==> src/rtl/pipe_hazard_ctrl_if.sv <==
// Bundle of ID-stage hazard inputs and control outputs for pipe_hazard_ctrl.
// The master drives the ID/branch/memory status; the slave is the hazard unit.
interface pipe_hazard_ctrl_if #(
  parameter int unsigned REG_AW = 4,
  parameter int unsigned DEPTH  = 3
);
  localparam int unsigned SEL_W = $clog2(DEPTH + 1);

  logic              id_valid;
  logic [REG_AW-1:0] id_src1;
  logic [REG_AW-1:0] id_src2;
  logic              id_two_src;
  logic [REG_AW-1:0] id_dest;
  logic              id_wb_en;
  logic              id_mem_read;
  logic              branch_taken;
  logic              mem_ready;

  logic              freeze;
  logic              hazard;
  logic              flush;
  logic [SEL_W-1:0]  fwd_sel_a;
  logic [SEL_W-1:0]  fwd_sel_b;
  logic [15:0]       stall_cnt;

  modport master (
    output id_valid, id_src1, id_src2, id_two_src, id_dest, id_wb_en,
           id_mem_read, branch_taken, mem_ready,
    input  freeze, hazard, flush, fwd_sel_a, fwd_sel_b, stall_cnt
  );

  modport slave (
    input  id_valid, id_src1, id_src2, id_two_src, id_dest, id_wb_en,
           id_mem_read, branch_taken, mem_ready,
    output freeze, hazard, flush, fwd_sel_a, fwd_sel_b, stall_cnt
  );
endinterface

==> src/rtl/pipe_hazard_ctrl.sv <==
// Pipeline hazard controller: tracks destination records of the post-ID
// stages, detects RAW hazards (load-use in forwarding mode, any in-flight
// producer in stall-only mode), drives freeze/bubble/flush, selects the
// forwarding source for the instruction entering EXE and counts stall cycles.
module pipe_hazard_ctrl #(
  parameter int unsigned REG_AW   = 4,
  parameter int unsigned DEPTH    = 3,
  parameter int unsigned FWD_EN   = 1,
  parameter int unsigned BR_FLUSH = 1
) (
  input logic               clk,
  input logic               rst,
  pipe_hazard_ctrl_if.slave bus
);
  localparam int unsigned SEL_W = $clog2(DEPTH + 1);

  // The WB stage record can never influence any output (the register file is
  // write-first and WB results are never forwarded), so only stages
  // 1..DEPTH-1 are stored; likewise mem_read only matters in stage 1.
  logic [DEPTH-1:1] r_vld;
  logic [DEPTH-1:1] r_wb;
  logic [REG_AW-1:0] r_dest [1:DEPTH-1];
  logic              r_mrd1;

  logic [1:0]        r_fl_cnt;
  logic [SEL_W-1:0]  r_sel_a;
  logic [SEL_W-1:0]  r_sel_b;
  logic [15:0]       r_stall;

  logic [DEPTH-1:1]  w_m1;
  logic [DEPTH-1:1]  w_m2;
  logic              w_flush;
  logic              w_raw;
  logic              w_hazard;
  logic              w_issue;
  logic [SEL_W-1:0]  w_sel_a_nxt;
  logic [SEL_W-1:0]  w_sel_b_nxt;

  // Source-vs-stage destination matches.
  always_comb begin
    w_m1 = '0;
    w_m2 = '0;
    for (int unsigned k = 1; k <= DEPTH - 1; k++) begin
      w_m1[k] = bus.id_valid && r_vld[k] && r_wb[k] && (r_dest[k] == bus.id_src1);
      w_m2[k] = bus.id_valid && bus.id_two_src && r_vld[k] && r_wb[k] &&
                (r_dest[k] == bus.id_src2);
    end
  end

  // Hazard, flush and issue decisions (zero latency, suppressed during reset).
  always_comb begin
    w_flush = rst && (bus.branch_taken || (r_fl_cnt != '0));
    if (FWD_EN != 0) begin
      w_raw = (w_m1[1] || w_m2[1]) && r_mrd1;
    end else begin
      w_raw = |(w_m1 | w_m2);
    end
    w_hazard = w_raw && !w_flush;
    w_issue  = bus.id_valid && !w_hazard && !w_flush;
  end

  // Forwarding source: youngest matching stage wins, shifted by one because
  // the producer advances on the same edge the consumer enters EXE.
  always_comb begin
    w_sel_a_nxt = '0;
    w_sel_b_nxt = '0;
    for (int unsigned k = DEPTH - 1; k >= 1; k--) begin
      if (w_m1[k]) w_sel_a_nxt = SEL_W'(k + 1);
      if (w_m2[k]) w_sel_b_nxt = SEL_W'(k + 1);
    end
  end

  // Stage records advance on mem_ready; stage 1 takes ID or a bubble.
  always_ff @(posedge clk or negedge rst) begin
    if (!rst) begin
      r_vld  <= '0;
      r_wb   <= '0;
      r_mrd1 <= 1'b0;
      for (int unsigned k = 1; k <= DEPTH - 1; k++) r_dest[k] <= '0;
    end else if (bus.mem_ready) begin
      r_vld[1]  <= w_issue;
      r_wb[1]   <= bus.id_wb_en;
      r_mrd1    <= bus.id_mem_read;
      r_dest[1] <= bus.id_dest;
      for (int unsigned k = 2; k <= DEPTH - 1; k++) begin
        r_vld[k]  <= r_vld[k-1];
        r_wb[k]   <= r_wb[k-1];
        r_dest[k] <= r_dest[k-1];
      end
    end
  end

  // Remaining flush cycles after the branch cycle; a new branch restarts it.
  always_ff @(posedge clk or negedge rst) begin
    if (!rst) begin
      r_fl_cnt <= '0;
    end else if (bus.mem_ready) begin
      if (bus.branch_taken) begin
        r_fl_cnt <= 2'(BR_FLUSH - 1);
      end else if (r_fl_cnt != '0) begin
        r_fl_cnt <= r_fl_cnt - 2'd1;
      end
    end
  end

  // Forwarding selects for the instruction now in EXE.
  always_ff @(posedge clk or negedge rst) begin
    if (!rst) begin
      r_sel_a <= '0;
      r_sel_b <= '0;
    end else if (bus.mem_ready) begin
      if ((FWD_EN != 0) && w_issue) begin
        r_sel_a <= w_sel_a_nxt;
        r_sel_b <= w_sel_b_nxt;
      end else begin
        r_sel_a <= '0;
        r_sel_b <= '0;
      end
    end
  end

  // Saturating count of hazard cycles.
  always_ff @(posedge clk or negedge rst) begin
    if (!rst) begin
      r_stall <= '0;
    end else if (w_hazard && (r_stall != '1)) begin
      r_stall <= r_stall + 16'd1;
    end
  end

  assign bus.hazard    = w_hazard;
  assign bus.flush     = w_flush;
  assign bus.freeze    = w_hazard || !bus.mem_ready;
  assign bus.fwd_sel_a = r_sel_a;
  assign bus.fwd_sel_b = r_sel_b;
  assign bus.stall_cnt = r_stall;
endmodule
==> src/flat_wrapper.sv <==
// flat-port wrapper written by rule: the top's interface ports become plain ports
module pipe_hazard_ctrl_flat 
#(
  parameter int unsigned REG_AW   = 4,
  parameter int unsigned DEPTH    = 3,
  parameter int unsigned FWD_EN   = 1,
  parameter int unsigned BR_FLUSH = 1
)
  (clk, rst, bus_id_valid, bus_id_src1, bus_id_src2, bus_id_two_src, bus_id_dest, bus_id_wb_en, bus_id_mem_read, bus_branch_taken, bus_mem_ready, bus_freeze, bus_hazard, bus_flush, bus_fwd_sel_a, bus_fwd_sel_b, bus_stall_cnt);
  pipe_hazard_ctrl_if #(.REG_AW(REG_AW), .DEPTH(DEPTH)) bus_i ();
  input logic clk;
  input logic rst;
  input wire logic [$bits(bus_i.id_valid)-1:0] bus_id_valid;
  input wire logic [$bits(bus_i.id_src1)-1:0] bus_id_src1;
  input wire logic [$bits(bus_i.id_src2)-1:0] bus_id_src2;
  input wire logic [$bits(bus_i.id_two_src)-1:0] bus_id_two_src;
  input wire logic [$bits(bus_i.id_dest)-1:0] bus_id_dest;
  input wire logic [$bits(bus_i.id_wb_en)-1:0] bus_id_wb_en;
  input wire logic [$bits(bus_i.id_mem_read)-1:0] bus_id_mem_read;
  input wire logic [$bits(bus_i.branch_taken)-1:0] bus_branch_taken;
  input wire logic [$bits(bus_i.mem_ready)-1:0] bus_mem_ready;
  output wire logic [$bits(bus_i.freeze)-1:0] bus_freeze;
  output wire logic [$bits(bus_i.hazard)-1:0] bus_hazard;
  output wire logic [$bits(bus_i.flush)-1:0] bus_flush;
  output wire logic [$bits(bus_i.fwd_sel_a)-1:0] bus_fwd_sel_a;
  output wire logic [$bits(bus_i.fwd_sel_b)-1:0] bus_fwd_sel_b;
  output wire logic [$bits(bus_i.stall_cnt)-1:0] bus_stall_cnt;
  assign bus_i.id_valid = bus_id_valid;
  assign bus_i.id_src1 = bus_id_src1;
  assign bus_i.id_src2 = bus_id_src2;
  assign bus_i.id_two_src = bus_id_two_src;
  assign bus_i.id_dest = bus_id_dest;
  assign bus_i.id_wb_en = bus_id_wb_en;
  assign bus_i.id_mem_read = bus_id_mem_read;
  assign bus_i.branch_taken = bus_branch_taken;
  assign bus_i.mem_ready = bus_mem_ready;
  assign bus_freeze = bus_i.freeze;
  assign bus_hazard = bus_i.hazard;
  assign bus_flush = bus_i.flush;
  assign bus_fwd_sel_a = bus_i.fwd_sel_a;
  assign bus_fwd_sel_b = bus_i.fwd_sel_b;
  assign bus_stall_cnt = bus_i.stall_cnt;
  pipe_hazard_ctrl #(.REG_AW(REG_AW), .DEPTH(DEPTH), .FWD_EN(FWD_EN), .BR_FLUSH(BR_FLUSH)) u_core (.clk(clk), .rst(rst), .bus(bus_i));
endmodule
==> config.mk <==
export PLATFORM = sky130hd
export DESIGN_NAME = pipe_hazard_ctrl_flat
export DESIGN_NICKNAME = d
export VERILOG_FILES = /design/src/rtl/pipe_hazard_ctrl_if.sv /design/src/rtl/pipe_hazard_ctrl.sv /design/src/flat_wrapper.sv
export SDC_FILE = /design/constraint.sdc
export NUM_CORES = 1
export LEC_CHECK = 0
export ABC_CLOCK_PERIOD_IN_PS = 2700
export CAP_MARGIN = 20
export CORE_MARGIN = 8
export CORE_UTILIZATION = 35
export CTS_CLUSTER_DIAMETER = 40
export DETAILED_ROUTE_END_ITERATION = 16
export PLACE_DENSITY = 0.68
export SYNTH_ARGS = -nofsm -noshare
export SYNTH_HDL_FRONTEND = slang
export SYNTH_SLANG_ARGS = --single-unit
export TNS_END_PERCENT = 10
==> constraint.sdc <==
create_clock -name clk -period 2.7 [get_ports clk]
set_clock_uncertainty 0.15 [all_clocks]
set_input_delay 0.405 -clock clk [delete_from_list [all_inputs] [get_ports clk]]
set_output_delay 0.405 -clock clk [all_outputs]
set_load 0.02 [all_outputs]
==> results.md <==
- Status: finished, final reports clean
- Final hold slack: 0.0589 ns
- Ant diodes: 0
- # IOs: 43
- H-Tree Depth: 2
- Iter 0 DRT Violations: 43
- Detailed Route WL: 4.22 mm
- Syn_nets: 186
- Layout cells sized above 1: 21.3%
- Synth cell count leaders: 35 x dfrtp_1, 18 x xnor2_1, 15 x nand2_1
- Peak supply drop: 0.268 mV
- Cell count after synthesis: 164
- Setup violators final: 0
- First-pass GRT wire length: 7.13 mm
- Worst slew pin tran: 0.757 ns
- Yosys reg bits: 35
- IO Port Bufs: 42
- Leakage: 1.07 nW
- Initial antenna violation count: 0
- Layout Area Growth over Synthesis: 39.4%
- Final WS setup: 0.127 ns
- CTS root buf: clkbuf_8
- DR WL/cell: 14.1 um
- Mapped Avg Cell Area: 11.1 um2
- Synth area leaders: dfrtp_1 48%, xnor2_1 8.6%, mux2_2 7.4%
- Residual DRC: 0
- CP Class: input port to output port
- Final period util: 95.3%
- Async SR Flop Fraction: 100%
- Maximum clock rate: 389 MHz
- Cell with the most instances after synthesis: dfrtp_1
- Post-CTS Setup Bufs: 0
- Number of global-route vias before repair: 1529
- Arrival time at the worst endpoint: 2.02 ns
- Grt total ovfl: 0
- Critical Path End Type: output port
- Max-slew headroom: 49.4%
- Post-Syn Area: 1820 um2
- Power per cell area: 499 nW/um2
- Yosys warns: 0
- Ys flop type: dfrtp_1
- Num rows: 26
- Vias: 1466
- Post-synth top area cell: dfrtp_1
- Nature of the critical path startpoint: input port
- Yosys cell types: 36
- Clk sink count: 35
- Total CTS buffers: 5
- Placed instance area: 2460 um2
- Critical path required time: 2.14 ns
- Power, Total: 1.27 mW
- Gr usage total: 11.8%
- Max Slew Vio Count: 0
- Antenna viol nets, final: 0
- Largest net degree at the start of global routing: 37
- DRT Pass-1 Iters: 4
- EDFF count, synth: 0
- Post-DP HPWL: 3.15 mm
- Setup repair after global routing missed its margin: false
- Final hold violation count: 0
- CTS resizes: 2
- Vias/cell: 4.89
- Clk_lat worst skew: 0.28 ns
- Post-synthesis sequential area ratio: 48.0%
- DIE HEIGHT: 88.2 um
- Clk slew on worst S/H paths: 0.07 ns
- Maxcap violations: 0
- DIE AREA: 7780 um2
- Final Wtd Congestion: 0.814
- Area share of the largest cell type after synthesis: 48.0%
- Place WS: -0.274 ns
- Tmin final: 2.57 ns
- Worst-path fanout max: 18
- Die W: 88.2 um
- Longest Clk Path Bufs: 2
- Core area: 5070 um2
- Fin nets: 252
- CTS tree: done
- Post-CTS Hold Buffers: 0
- HP Class: input port to asynchronous set/reset pin
- Starting Density: 35.9%
- Final Cell Area: 2540 um2
[flip-flops by register name (all words and copies together), names as in the netlist]
name,count
u_core.bus.fwd_sel_b,2
u_core.r_dest,8
u_core.bus.fwd_sel_a,2
u_core.r_fl_cnt,2
u_core.bus.stall_cnt,16
u_core.r_vld,2
u_core.r_wb,2
u_core.r_mrd1,1
[layout by cell type, fill, tap and decap left out, types with 2 or more instances in the layout]
cell type,Yosys,final
o2bb2ai_1,4,4
clkbuf_2,0,2
buf_4,0,20
nand2b_1,4,4
xor2_1,10,10
nor4_1,2,2
nor3_1,3,3
dfrtp_1,35,35
nand3_1,7,7
nor2_1,5,5
nand2_1,15,15
inv_1,8,8
nand4_1,8,8
ha_1,2,2
a31oi_1,2,2
nor4_2,2,2
and3_1,4,4
clkdlybuf4s50_1,0,39
clkbuf_8,0,6
mux2_2,12,12
xnor2_1,18,18
a21oi_1,5,5
[stage by stage]
step / TNS, ns / std cells / utilization (%)
after global placement: -0.261 / 293 / 48.4
after global routing: 0 / 300 / 50.1
final: 0 / 300 / 50.1
after CTS: 0 / 300 / 50.1
after detailed placement: -0.274 / 293 / 48.4
after floorplan: 0 / 164 / -
[cell families after synthesis]
| kind of cell | after synthesis | share of synthesized area, % |
|---|---|---|
| AND/OR/NAND/NOR | 55 | 16.8 |
| flip-flops | 35 | 48.0 |
| XOR/XNOR | 28 | 13.4 |
| AO/OA/AOI/OAI | 20 | 9.47 |
| multiplexers | 13 | 8.23 |
| buffers and inverters | 11 | 2.67 |
| adder cells (fa/ha/maj) | 2 | 1.37 |
[final cells by class]
cell class | count | area [um2]
fillers | 496 | 2530
multi-input cells | 118 | 900
flip-flops and latches | 35 | 876
repair buffers | 62 | 562
well taps | 70 | 87.6
clock buffers | 6 | 82.6
inverters | 8 | 30.0
clock inverters | 1 | 5.00
[critical path, stage by stage]
cell	delay, ns
clkdlybuf4s50_1	0.48
nand4_1	0.15
a2111o_1	0.45
o2bb2ai_4	0.17
buf_6	0.19
buf_4	0.16
[where the power goes]
part	internal, mW	total, mW	switching (mW)
Combinational	0.156	0.283	0.127
Clock	0.200	0.379	0.179
Sequential	0.568	0.607	0.0388
[path summary, 6_finish.rpt]
path / from / to / slack [ns] / cells past startpoint
hold reg to reg: u_core.r_fl_cnt[1] / u_core.r_fl_cnt[1] / 0.33 / 2
setup reg to reg: u_core.r_fl_cnt[0] / u_core.bus.stall_cnt[1] / 0.43 / 8
hold / removal: rst / u_core.bus.fwd_sel_b[1] / 0.06 / 2
setup / recovery: bus_id_valid / bus_hazard / 0.13 / 6
min in group clk: u_core.r_fl_cnt[1] / u_core.r_fl_cnt[1] / 0.33 / 2
max in group asynchronous: rst / u_core.bus.stall_cnt[11] / 2.01 / 2
[layer usage]
| layer | vias to the layer above | GRT usage (%) | share of wire, % |
|---|---|---|---|
| met1 | 708 | 13.7 | 44 |
| met4 | 0 | 3.38 | 1.5 |
| met5 | - | 0 | 0 |
| li1 | 714 | - | - |
| met2 | 37 | 19.1 | 47 |
| met3 | 7 | 5.16 | 7.3 |
Power figures use the tool's default switching activity.
